[src/rtl/seven_display_mux.sv]
// Time-multiplexed common-anode 7-segment driver with hex decode, decimal points, per-digit enables
// and leading-zero suppression. Optional blinking is enabled by defining SEVEN_DISPLAY_MUX_BLINK_EN.
module seven_display_mux #(
   parameter int NUM_DIGITS  = 4,
   parameter int REFRESH_DIV = 100000,
   parameter bit HEX_EN      = 1'b1
`ifdef SEVEN_DISPLAY_MUX_BLINK_EN
   , parameter int BLINK_DIV = 50000000
`endif
) (
   input  logic                    clk_i,
   input  logic                    rst_n_i,
   input  logic [4*NUM_DIGITS-1:0] digits_i,
   input  logic [NUM_DIGITS-1:0]   dp_i,
   input  logic [NUM_DIGITS-1:0]   digit_en_i,
   input  logic                    lz_en_i,
`ifdef SEVEN_DISPLAY_MUX_BLINK_EN
   input  logic [NUM_DIGITS-1:0]   blink_mask_i,
`endif
   output logic [7:0]              seg_o,
   output logic [NUM_DIGITS-1:0]   an_o
);

   localparam int DIV_W = (REFRESH_DIV > 1) ? $clog2(REFRESH_DIV) : 1;
   localparam int PTR_W = (NUM_DIGITS > 1) ? $clog2(NUM_DIGITS) : 1;
   localparam logic [DIV_W-1:0] DIV_LAST = DIV_W'(REFRESH_DIV - 1);
   localparam logic [PTR_W-1:0] PTR_LAST = PTR_W'(NUM_DIGITS - 1);

   logic [DIV_W-1:0]      div_q, div_d;
   logic [PTR_W-1:0]      ptr_q, ptr_d;
   logic [7:0]            seg_q, seg_d;
   logic [NUM_DIGITS-1:0] an_q, an_d;
   logic                  tick;
   logic [NUM_DIGITS-1:0] supp;
   logic                  all_zero;
   logic [3:0]            cur_val;
   logic                  cur_dp, cur_en, cur_supp, cur_blink;
   logic                  blink_dark;
   logic                  dark;
   logic [NUM_DIGITS-1:0] an_lit;

   function automatic logic [6:0] decode(input logic [3:0] v);
      logic [6:0] s;
      case (v)
         4'h0: s = 7'h40;  4'h1: s = 7'h79;  4'h2: s = 7'h24;  4'h3: s = 7'h30;
         4'h4: s = 7'h19;  4'h5: s = 7'h12;  4'h6: s = 7'h02;  4'h7: s = 7'h78;
         4'h8: s = 7'h00;  4'h9: s = 7'h10;  4'hA: s = 7'h08;  4'hB: s = 7'h03;
         4'hC: s = 7'h46;  4'hD: s = 7'h21;  4'hE: s = 7'h06;  default: s = 7'h0E;
      endcase
      if (!HEX_EN && (v >= 4'hA)) s = 7'h7F;
      return s;
   endfunction

   // A digit is suppressed only when it and everything above it is zero; digit 0 always shows.
   always_comb begin
      supp     = '0;
      all_zero = 1'b1;
      for (int i = NUM_DIGITS - 1; i >= 1; i--) begin
         all_zero = all_zero & (digits_i[4*i +: 4] == 4'h0);
         supp[i]  = lz_en_i & all_zero;
      end
   end

   always_comb begin
      cur_val   = 4'h0;
      cur_dp    = 1'b0;
      cur_en    = 1'b0;
      cur_supp  = 1'b0;
      cur_blink = 1'b0;
      an_lit    = '1;
      for (int i = 0; i < NUM_DIGITS; i++) begin
         if (ptr_q == PTR_W'(i)) begin
            cur_val  = digits_i[4*i +: 4];
            cur_dp   = dp_i[i];
            cur_en   = digit_en_i[i];
            cur_supp = supp[i];
`ifdef SEVEN_DISPLAY_MUX_BLINK_EN
            cur_blink = blink_mask_i[i];
`endif
            an_lit[i] = 1'b0;
         end
      end
   end

`ifdef SEVEN_DISPLAY_MUX_BLINK_EN
   localparam int BLK_W = (BLINK_DIV > 1) ? $clog2(BLINK_DIV) : 1;
   localparam logic [BLK_W-1:0] BLK_LAST = BLK_W'(BLINK_DIV - 1);

   logic [BLK_W-1:0] blink_cnt_q;
   logic             blink_phase_q;

   always_ff @(posedge clk_i) begin
      if (!rst_n_i) begin
         blink_cnt_q   <= '0;
         blink_phase_q <= 1'b0;
      end else if (blink_cnt_q == BLK_LAST) begin
         blink_cnt_q   <= '0;
         blink_phase_q <= ~blink_phase_q;
      end else begin
         blink_cnt_q   <= blink_cnt_q + BLK_W'(1);
      end
   end

   assign blink_dark = blink_phase_q & cur_blink;
`else
   assign blink_dark = 1'b0 & cur_blink;
`endif

   always_comb begin
      tick  = (div_q == DIV_LAST);
      div_d = tick ? '0 : div_q + DIV_W'(1);
      ptr_d = (ptr_q == PTR_LAST) ? '0 : ptr_q + PTR_W'(1);
      dark  = ~cur_en | cur_supp | blink_dark;
      seg_d = dark ? 8'hFF : {~cur_dp, decode(cur_val)};
      an_d  = dark ? '1 : an_lit;
   end

   always_ff @(posedge clk_i) begin
      if (!rst_n_i) begin
         div_q <= '0;
         ptr_q <= '0;
         seg_q <= 8'hFF;
         an_q  <= '1;
      end else begin
         div_q <= div_d;
         if (tick) begin
            ptr_q <= ptr_d;
            seg_q <= seg_d;
            an_q  <= an_d;
         end
      end
   end

   assign seg_o = seg_q;
   assign an_o  = an_q;

endmodule

[config.mk]
export PLATFORM = sky130hd
export DESIGN_NAME = seven_display_mux
export DESIGN_NICKNAME = d
export VERILOG_FILES = /design/src/rtl/seven_display_mux.sv
export SDC_FILE = /design/constraint.sdc
export NUM_CORES = 1
export LEC_CHECK = 0
export BUFFER_PORTS_ARGS = -buffer_cell sky130_fd_sc_hd__buf_2
export CAP_MARGIN = 40
export CORE_ASPECT_RATIO = 0.5
export CORE_MARGIN = 2
export CORE_UTILIZATION = 53
export CTS_CLUSTER_DIAMETER = 30
export DETAILED_ROUTE_END_ITERATION = 8
export PLACE_DENSITY = 0.79
export REMOVE_ABC_BUFFERS = 1
export SLEW_MARGIN = 15
export SYNTH_ARGS = -nofsm -noshare
export SYNTH_HDL_FRONTEND = slang
export SYNTH_SLANG_ARGS = --single-unit
[constraint.sdc]
create_clock -name clk_i -period 2.9 [get_ports clk_i]
set_input_delay 0.58 -clock clk_i [delete_from_list [all_inputs] [get_ports clk_i]]
set_output_delay 0.58 -clock clk_i [all_outputs]
set_load 0.01 [all_outputs]
# ---- After elaboration in Yosys (flattened, before gate mapping)
# Memory sizes are Yosys's and may differ from the RTL's.
# Index checks and enable logic that the tools add are counted.
dict set report word_totals {
  ff_bits 31
  mem_bits_ro 112
  output_inout_bits 12
  word_cells 47
  mem_count 1
}
dict set report classes {
  n_addsub 2
  eq_ne 4
  mux 22
  bitwise_logic 9
  reduce_logical 5
}
# memory depth word_bits rd rd_ports_with_merged_regs wr line_no
set mem_list {}
lappend mem_list {{(name not given)} 16 7 1 0 0 44} ;# case (v)
# op count
set op_table {}
lappend op_table {{4-bit 2-to-1 mux} 5}
lappend op_table {{17-bit by 1-bit adder with 17-bit output (second input constant)} 1}
lappend op_table {{17-bit equality test (second input constant)} 1}
lappend op_table {{1-bit 2-to-1 mux} 15}
lappend op_table {{4-bit zero test} 3}
lappend op_table {{8-bit 2-to-1 mux} 1}
lappend op_table {{1-bit AND} 5}
lappend op_table {{2-bit equality test (second input constant)} 2}
lappend op_table {{1-bit inverter} 3}
lappend op_table {{2-bit by 1-bit adder with 2-bit output (second input constant)} 1}
lappend op_table {{2-bit by 1-bit equality test with 1-bit output (second input constant)} 1}
lappend op_table {{2-bit zero test} 1}
lappend op_table {{2-bit 2-to-1 mux} 1}
lappend op_table {{2-bit OR reduction} 1}
lappend op_table {{1-bit bitwise OR} 1}

# ---- Depth between registers and ports, before layout
# Gate-level depths: netlist of the first run.
dict set report depth {
  ltp_word 9
  mapped_depth 11
  mapped_depth_nobuf 11
}

# ---- Least setup slack after synthesis of the first run
# OpenSTA, ideal clock, no wires.
dict set report synth_timing {
  kind {reg2reg}
  from {register ptr_q[0]}
  to {register seg_q[1] (netlist: seg_o[1])}
  arrival_time_ns 2.192
  setup_slack_ns 0.586
  stages_incl_launch_ff 11
  path_buffers 0
  period_less_slack_ns 2.314
  cell_sequence {dfxtp_1 inv_1 ha_1 nor2b_1 a22oi_1 a21oi_1 inv_1 ha_1 o21ai_0 a21oi_1 o32a_1}
}
dict set report synth_via {
  elab_chain_cells 8
  word_cells_on_any_way 19
}
# item line_no
set synth_rtl {}
lappend synth_rtl {{from (decl)} 30} ;# logic [PTR_W-1:0] ptr_q, ptr_d;
lappend synth_rtl {{from (signal assigned)} 127} ;# ptr_q <= ptr_d;
lappend synth_rtl {{parallel branches: the longest is 7 deep, another holds memory read 16 x 7 bit} n/a}
lappend synth_rtl {{8-bit 2-to-1 mux *} 114} ;# seg_d = dark ? 8'hFF : {~cur_dp, decode(cur_val)};
lappend synth_rtl {{to (signal assigned)} 128} ;# seg_q <= seg_d;
lappend synth_rtl {{to (decl)} 31} ;# logic [7:0] seg_q, seg_d;
# Mark *: on every way between the ends.
# A chain may end at the register's enable or synchronous reset.

# ---- Worst setup path in the final report of the first run
# Same ends and word-level chain as after synthesis.

==> impl_metrics.ini, run 1 <==
[run_status]
outcome = completed

[logic_synthesis]
ys_async_sr_fraction_pct = 0
postSynthCellCount = 197
ys.flop_type = dfxtp_1
netlist.area_leader.share_pct = 36.80
yosysTopAreaCell = dfxtp_1
yosys.cell_count.top_type = dfxtp_1
synth_common_cells = dfxtp_1, nor2_1, a21oi_1
synth-seq-cells = 31
synth_area_sq_um = 1687
avgSynthCellArea_sq_um = 8.562
synth_edf_count = 0
ys_seq_area_share_pct = 36.80
ys_types = 37
ys_warn_count = 0
synth.area.top_cells = dfxtp_1, ha_1, nor2_1

[worst_setup_path]
worstSetupEndpointType = register
reg2regPathDepth = 10
cp_data_arrival_time_ps = 2670
required_ps = 3070
worstSetupPathType = register to register
critPathLaunchType = register
worstPathMaxFanout = 5

[floorplanning]
io_pins = 39
die_w_um = 83.78
die-area_sq_um = 3677
row_count = 14
core_sq_um = 3013
fp.dieH_um = 43.89
initial_core_util_pct = 55.98

[power]
internal-power_uw = 633.0
pwr_density_cell_nw_per_um2 = 414.1
clock_power_share_pct = 38.5
leakage_uw = 0.0008116
swShare_pct = 24.13
peakVddDrop_v = 0.0002726
p_comb_share_pct = 9.6
seq_power_share_pct = 51.9
netSwitchingPower_uw = 201.3

[global_routing]
grt_pass1_wl_mm = 6.092
grt_overflow_total = 0
grt_max_degree = 19
grt_pass1_vias = 1382
antenna_found_initial = 0
grt_use_total_pct = 21.11

[finish]
area_growth_pct = 19.44
stdcell_count = 282
diodes = 0
final_area_sq_um = 2014
drive_gt1_share_pct = 22.31
nets = 280

[clock_tree]
htreeDepth = 2
clock_sinks = 31
ctsResizeCount = 0
cts_buffers = 5
cts_root_buf = clkbuf_8
cts_buffer_depth = 2
postCtsHoldBufs = 0
path_clk_slew_ps = 60
cts_tree = built
postCtsSetupBuffers = 0
clk_latency_ps = 280

[route]
vias = 1571
avgViaCountPerCell = 5.571
wl_per_cell_um = 13.71
antenna_left = 0
drcViolationCount = 0
drtIter0Drc = 106
drt_first_pass_iters = 4
routed_wl_mm = 3.866

[place]
io_buffers = 38
dp_hpwl_mm = 2.865
gp_congestion = 0.8511
place_area_sq_um = 1933
dp.cells = 274

[timing]
worstMarginPinSlew_ps = 696.3
drv_slew = 0
hold_slack_ps = 471.6
finalClockSkew_ps = 3.649
max_freq_ghz = 0.4003
setup_tns_ps = 0
hold_viol_final = 0
slew_headroom_pct = 53.58
grt_setup_unrepaired = no
setup_viol = 0
min_period_ps = 2498
period_share_pct = 86.15

[worst_hold_path]
min-delay-path-class = register to register
min_delay_path_depth = 1

[run]
cap_violations = 0
## layout by cell type (no fill, tap or decap), types with 4 or more instances in the layout
master / Yosys / final
nor3_1: 4 / 4
buf_4: 0 / 4
buf_2: 4 / 38
a22oi_1: 4 / 4
nand2b_1: 7 / 7
o21ai_0: 5 / 5
xnor2_1: 5 / 5
nor2_1: 29 / 29
ha_1: 12 / 12
clkbuf_8: 0 / 5
xor2_1: 11 / 11
nand3_1: 12 / 12
o32a_1: 5 / 5
dfxtp_1: 31 / 31
a21oi_1: 16 / 16
nand2_1: 12 / 12
inv_1: 7 / 7
## power by group through the flow
stage          Combinational, uW  Sequential, uW  Clock (uW)
2_1_floorplan               43.7             442           0
3_3_place_gp                76.1             442           0
3_5_place_dp                78.3             442           0
4_1_cts                     78.9             433         325
5_1_grt                     89.0             433         350
6_report                    80.2             433         321
## cell families after synthesis
kind of cell,count (synthesis),share of synthesized area [%]
and+or+nand+nor,83,25.45
AOI/OAI and AO/OA,43,17.58
DFF,31,36.80
xor gates and xnor gates,16,8.308
buffers and inverters,12,2.967
adders and majority gates,12,8.902
## layer usage
layer | vias to the layer above | global-route usage [%] | share of wire [%]
met2 | 47 | 35.36 | 45
met4 | 0 | 5.806 | 0.54
li1 | 797 | - | -
met3 | 4 | 6.476 | 6.6
met5 | - | 0 | 0
met1 | 723 | 27.13 | 48
## layout make-up
type	count	area, sq um
Multi-Input combinational cell	154	1016
Fill cell	267	998.5
Sequential cell	31	620.6
Timing Repair Buffer	42	220.2
Clock buffer	7	76.32
Tap cell	40	50.05
Inverter	7	26.28
Clock inverter	1	5.005
## state kept, by name (all words and copies together), names as in the netlist
register	count
ptr_q	2
an_o	4
seg_o	8
div_q	17
## final timing paths
check,from,end,slack [ps]
max,ptr_q[0]$_SDFFE_PN0P_,seg_o[1]$_SDFFE_PN1P_,400
min,an_o[3]$_SDFFE_PN1P_,an_o[3]$_SDFFE_PN1P_,470
max reg2reg,ptr_q[0]$_SDFFE_PN0P_,seg_o[1]$_SDFFE_PN1P_,400
min reg2reg,an_o[3]$_SDFFE_PN1P_,an_o[3]$_SDFFE_PN1P_,470
## critical path: stages (launching register included)
cell and delay (ps):
dfxtp_1 330, inv_1 120, ha_1 260, nor2b_1 310, a22oi_1 120, nand2_1 100
o221ai_1 240, ha_1 390, o21ai_0 170, a21oi_1 70, o32a_1 280
## stage by stage
| step | worst slack [ps] | power, uW | utilization [%] |
|---|---|---|---|
| global placement | 604.3 | 518.2 | 64.16 |
| floorplan | 494.5 | 485.3 | - |
| detailed placement | 458.7 | 520.5 | 64.16 |
| CTS | 442.7 | 836.8 | 66.86 |
| finish | 401.6 | 834.3 | 66.86 |
| global route | 269.5 | 872.3 | 66.86 |
Note: power is estimated with default switching activity, not from simulation.
==> inputs of run 2 (changes only) <==
CORE_UTILIZATION = 60   (was 53)
CTS_BUF_LIST = sky130_fd_sc_hd__clkbuf_4   (was unset)
CTS_CLUSTER_SIZE = 40   (was unset)
PLACE_DENSITY = 0.88   (was 0.79)
clock period = 3.2 ns   (was 2.9 ns; I/O delays follow)
==> run 2 against run 1 <==
  * Worst setup slack improved by 85 ps
  * Fmax down 7.9%
  * Count of clock-buffer cells in the layout decreased by 2
  * Final cell count shrank 2.1%
  * Clock power down 36%
==> impl_metrics.ini, run 2 (synthesis results as in run 1) <==
[route]
vias = 1566
drcViolationCount = 0
wl_per_cell_um = 13.16
drtIter0Drc = 71
antenna_left = 0
drt_first_pass_iters = 4
avgViaCountPerCell = 5.674
routed_wl_mm = 3.633

[timing]
grt_setup_unrepaired = no
finalClockSkew_ps = 8.313
slew_headroom_pct = 57.07
min_period_ps = 2713
hold_viol_final = 0
worstMarginPinSlew_ps = 643.9
max_freq_ghz = 0.3686
setup_viol = 0
period_share_pct = 84.78
hold_slack_ps = 465.7
setup_tns_ps = 0
drv_slew = 0

[finish]
layout_common_cells = buf_2, dfxtp_1, nor2_1
area_growth_pct = 16.25
fill_cells = 198
ff_latch_area_sq_um = 620.6
largest-register = div_q
final_common_cell = buf_2
drive_gt1_share_pct = 21.76
multi_input_area_sq_um = 1016
nets = 278
diodes = 0
largest_reg_flops = 17

[power]
peakVddDrop_v = 0.0001989
pwr_density_cell_nw_per_um2 = 341.4
leakage_uw = 0.0007876
fin_total_pwr_uw = 669.4

[worst_hold_path]
min_to = div_q[0]$_SDFF_PP0_
min-delay-path-class = register to register
min_delay_path_depth = 1
hp-start = div_q[0]$_SDFF_PP0_

[clock_tree]
clk_latency_ps = 330
ctsResizeCount = 0
cts_root_buf = clkbuf_4
cts_tree = built
htreeDepth = 2
path_clk_slew_ps = 100
cts_buffers = 5
clock_sinks = 31
postCtsSetupBuffers = 0
postCtsHoldBufs = 0
cts_buffer_depth = 2

[place]
gp_congestion = 0.8419
io_buffers = 38
dp_hpwl_mm = 2.799

[worst_setup_path]
worstSetupEndpointType = register
reg2reg_from = ptr_q[1]$_SDFFE_PN0P_
worstPathMaxFanout = 11
worstSetupPathType = register to register
worst-r2r-setup-slack_ps = 490
critPathLaunchType = register
reg2regPathDepth = 10
r2r_end = seg_o[1]$_SDFFE_PN1P_
required_ps = 3430
cp_data_arrival_time_ps = 2940

[global_routing]
grt_use_total_pct = 25.06
gr-max-usage-layer = met2
antenna_found_initial = 0
grt_overflow_total = 0
use_met2_pct = 42.03
grt_pass1_wl_mm = 6.423
grt_pass1_vias = 1456
grt_util_met3_pct = 7.174
grt_max_degree = 19
met1_usage_pct = 31.64

[floorplanning]
row_count = 13
fp.dieH_um = 41.49
die-area_sq_um = 3277
die_w_um = 78.98
initial_core_util_pct = 64.01
io_pins = 39
core_sq_um = 2635

[run_status]
outcome = completed

[run]
cap_violations = 0
run 2: cell count changes in the layout (fill, tap and decap cells not counted), sizes merged:
cell	delta
buf	-2
clkbuf	-2
clkinv	+1
run 2: report_power, final:
group / internal [uW] / switching, uW / leakage [uW]
combinational: 31.2 / 39.1 / 0.000508
clock: 77.7 / 129 / 0.0000285
sequential: 389 / 3.17 / 0.000251
run 2: worst max path at each step:
stage | from | cells past startpoint | end | slack (ps)
final | ptr_q[1]$_SDFFE_PN0P_ | 10 | seg_o[1]$_SDFFE_PN1P_ | 490
after global routing | ptr_q[1]$_SDFFE_PN0P_ | 10 | seg_o[1]$_SDFFE_PN1P_ | 160
after floorplan | ptr_q[1]$_SDFFE_PN0P_ | 10 | seg_o[1]$_SDFFE_PN1P_ | 790
after global placement | ptr_q[1]$_SDFFE_PN0P_ | 10 | seg_o[1]$_SDFFE_PN1P_ | 640
after detailed placement | ptr_q[1]$_SDFFE_PN0P_ | 10 | seg_o[1]$_SDFFE_PN1P_ | 510
after CTS | ptr_q[1]$_SDFFE_PN0P_ | 10 | seg_o[1]$_SDFFE_PN1P_ | 490
run 2: cell type report:
class | instances | share of cell area (%)
multi-input combinational | 154 | 51.82
sequential | 31 | 31.65
timing repair buffer | 40 | 10.47
tap | 37 | 2.361
clock buffer | 5 | 1.914
inverter | 7 | 1.340
clock inverter | 2 | 0.4467
run 2: worst max-delay path, cell delays in order, from the launching register on:
cell and delay [ps]:
dfxtp_1 360, inv_1 80, ha_1 300, nor2b_1 260, a22oi_1 110, a21oi_1 450
inv_1 190, ha_1 320, o21ai_0 180, a21oi_1 60, o32a_1 290
run 2: per-layer routing:
| metal | up-vias | part of all wire, % | routed length, um |
|---|---|---|---|
| met4 | 0 | 0.61 | 22 |
| met1 | 730 | 47 | 1705 |
| met5 | - | 0 | 0 |
| li1 | 790 | - | - |
| met3 | 5 | 6.6 | 239 |
| met2 | 41 | 46 | 1666 |
run 2: metrics by stage:
step / utilization [%] / area, sq um / instances / setup slack (ps)
CTS: 74.41 / 1961 / 276 / 493.2
finish: 74.41 / 1961 / 276 / 487.0
detailed placement: 72.65 / 1914 / 269 / 509.1
floorplan: - / 1663 / 192 / 794.5
global placement: 72.65 / 1914 / 269 / 643.9
global route: 74.41 / 1961 / 276 / 160.4
==> inputs of run 3 (changes only) <==
CORE_UTILIZATION = 55   (was 60)
PLACE_DENSITY = 0.81   (was 0.88)
clock period = 2.62 ns   (was 3.2 ns; I/O delays follow)
==> run 3 against run 2 <==
  * Largest power group unchanged
  * Worst setup slack worse by 240 ps
  * First-iteration DRC count increased by 18%
  * Via count increased by 1.5%
  * Clock skew up 3.7 ps
  * Combinational power rose by 29%
  * Sequential share of layout area shrank 1.1 points
  * Fmax grew 15%
  * Flip-flop and latch count is the same
  * Largest cell class unchanged
  * Count of clock-buffer cells in the layout is the same
  * Utilization is 5.9 points lower
  * Routed wire length rose by 4.1%
==> impl_metrics.ini, run 3 (synthesis results as in run 1) <==
[run_status]
outcome = completed

[place]
gp_congestion = 0.8481
dp_hpwl_mm = 2.863
dp.cells = 275
io_buffers = 38

[finish]
post-route-util_pct = 68.55
stdcell_count = 283
final_common_cell = buf_2
multi_input_area_sq_um = 1016
area_growth_pct = 20.33
largest_reg_flops = 17
diodes = 0
drive_gt1_share_pct = 23.05
nets = 281
layout_common_cells = buf_2, dfxtp_1, nor2_1
largest-register = div_q
ff_latch_area_sq_um = 620.6
fill_cells = 239

[clock_tree]
cts_root_buf = clkbuf_4
cts_buffers = 5
cts_buffer_depth = 2
ctsResizeCount = 0
htreeDepth = 2
path_clk_slew_ps = 100
clock_sinks = 31
postCtsHoldBufs = 0
cts_tree = built
postCtsSetupBuffers = 0
clk_latency_ps = 340

[worst_setup_path]
reg2regPathDepth = 11
r2r_end = seg_o[0]$_SDFFE_PN1P_
worstPathMaxFanout = 5
worstSetupEndpointType = register
cp_data_arrival_time_ps = 2570
critPathLaunchType = register
reg2reg_from = ptr_q[0]$_SDFFE_PN0P_
max_stage_delay_ps = 370
worst-r2r-setup-slack_ps = 250
crit_path_cell_trace = inv_1 > ha_1 > nor2b_1 > a22oi_1 > nand2_1 > o221ai_1 > inv_1 > ha_1 > nand2b_1 > o221ai_1 > a21oi_1
slowest_stage = dfxtp_1
required_ps = 2820
worstSetupPathType = register to register

[floorplanning]
initial_core_util_pct = 56.97
io_pins = 39
die_w_um = 82.32
core_sq_um = 2960
die-area_sq_um = 3552
row_count = 14
fp.dieH_um = 43.16

[timing]
setup_tns_ps = 0
worstMarginPinSlew_ps = 696.7
period_share_pct = 90.41
grt_setup_unrepaired = no
hold_viol_final = 0
finalClockSkew_ps = 11.98
max_freq_ghz = 0.4222
min_period_ps = 2369
slew_headroom_pct = 53.55
setup_viol = 0
drv_slew = 0

[run]
cap_violations = 0

[global_routing]
grt_use_total_pct = 22.39
grt_pass1_wl_mm = 6.016
grt_overflow_total = 0
grt_pass1_vias = 1388
grt_max_degree = 25
antenna_found_initial = 0

[worst_hold_path]
min_to = seg_o[6]$_SDFFE_PN1P_
min-delay-path-class = register to register
min_delay_path_depth = 1
hp-start = seg_o[6]$_SDFFE_PN1P_

[route]
antenna_left = 0
vias = 1589
drtIter0Drc = 84
avgViaCountPerCell = 5.615
routed_wl_mm = 3.781
drcViolationCount = 0
wl_per_cell_um = 13.36
drt_first_pass_iters = 4

[power]
leakage_uw = 0.0008220
pwr_density_cell_nw_per_um2 = 460.4
peakVddDrop_v = 0.0002477
[run 3: changes by cell type in the layout (fill, tap and decap cells not counted)]
cell,previous run,this run
buf_12,0,1
buf_4,2,4
bufinv_16,0,1
[run 3: through the flow]
step	hold slack [ps]	setup WS [ps]	power (uW)	instance area (sq um)
3_5_place_dp	456.7	267.1	579.0	1953
2_1_floorplan	429.7	214.5	537.2	1663
3_3_place_gp	441.2	377.4	575.9	1953
6_report	477.9	251.3	934.4	2029
4_1_cts	475.0	268.6	944.1	2029
5_1_grt	499.6	1.813	977.1	2029
[run 3: layout make-up]
type                    instances  area share, %
clock buffers                   5          1.850
clock inverters                 3          1.911
inverters                       7          1.295
multi-input cells             154          50.06
flip-flops and latches         31          30.58
well taps                      40          2.466
repair buffers                 43          11.84
[run 3: critical path: cells and delay by family (launching register included)]
family / cells / cell delay [ps]
AO/OA/AOI/OAI: 4 / 610
adder cells (fa/ha/maj): 2 / 520
AND/OR/NAND/NOR: 3 / 410
buffers and inverters: 2 / 320
flip-flops: 1 / 370
[run 3: worst max path at each step]
stage / startpoint / endpoint / slack (ps)
detailed placement: ptr_q[0]$_SDFFE_PN0P_ / seg_o[1]$_SDFFE_PN1P_ / 270
floorplan: ptr_q[1]$_SDFFE_PN0P_ / seg_o[1]$_SDFFE_PN1P_ / 210
global placement: ptr_q[0]$_SDFFE_PN0P_ / seg_o[1]$_SDFFE_PN1P_ / 380
finish: ptr_q[0]$_SDFFE_PN0P_ / seg_o[0]$_SDFFE_PN1P_ / 250
CTS: ptr_q[0]$_SDFFE_PN0P_ / seg_o[0]$_SDFFE_PN1P_ / 270
global route: ptr_q[0]$_SDFFE_PN0P_ / seg_o[0]$_SDFFE_PN1P_ / 2
[run 3: layer usage]
layer,vias up,wire (um),global-route usage [%]
met2,59,1736,36.29
met1,730,1778,29.15
met5,-,0,0
met3,2,249,6.383
met4,0,17,6.000
li1,798,-,-
[run 3: power breakdown]
| part | switching (uW) | internal (uW) |
|---|---|---|
| logic | 49.3 | 41.5 |
| registers | 4.00 | 475 |
| clock network | 169 | 196 |
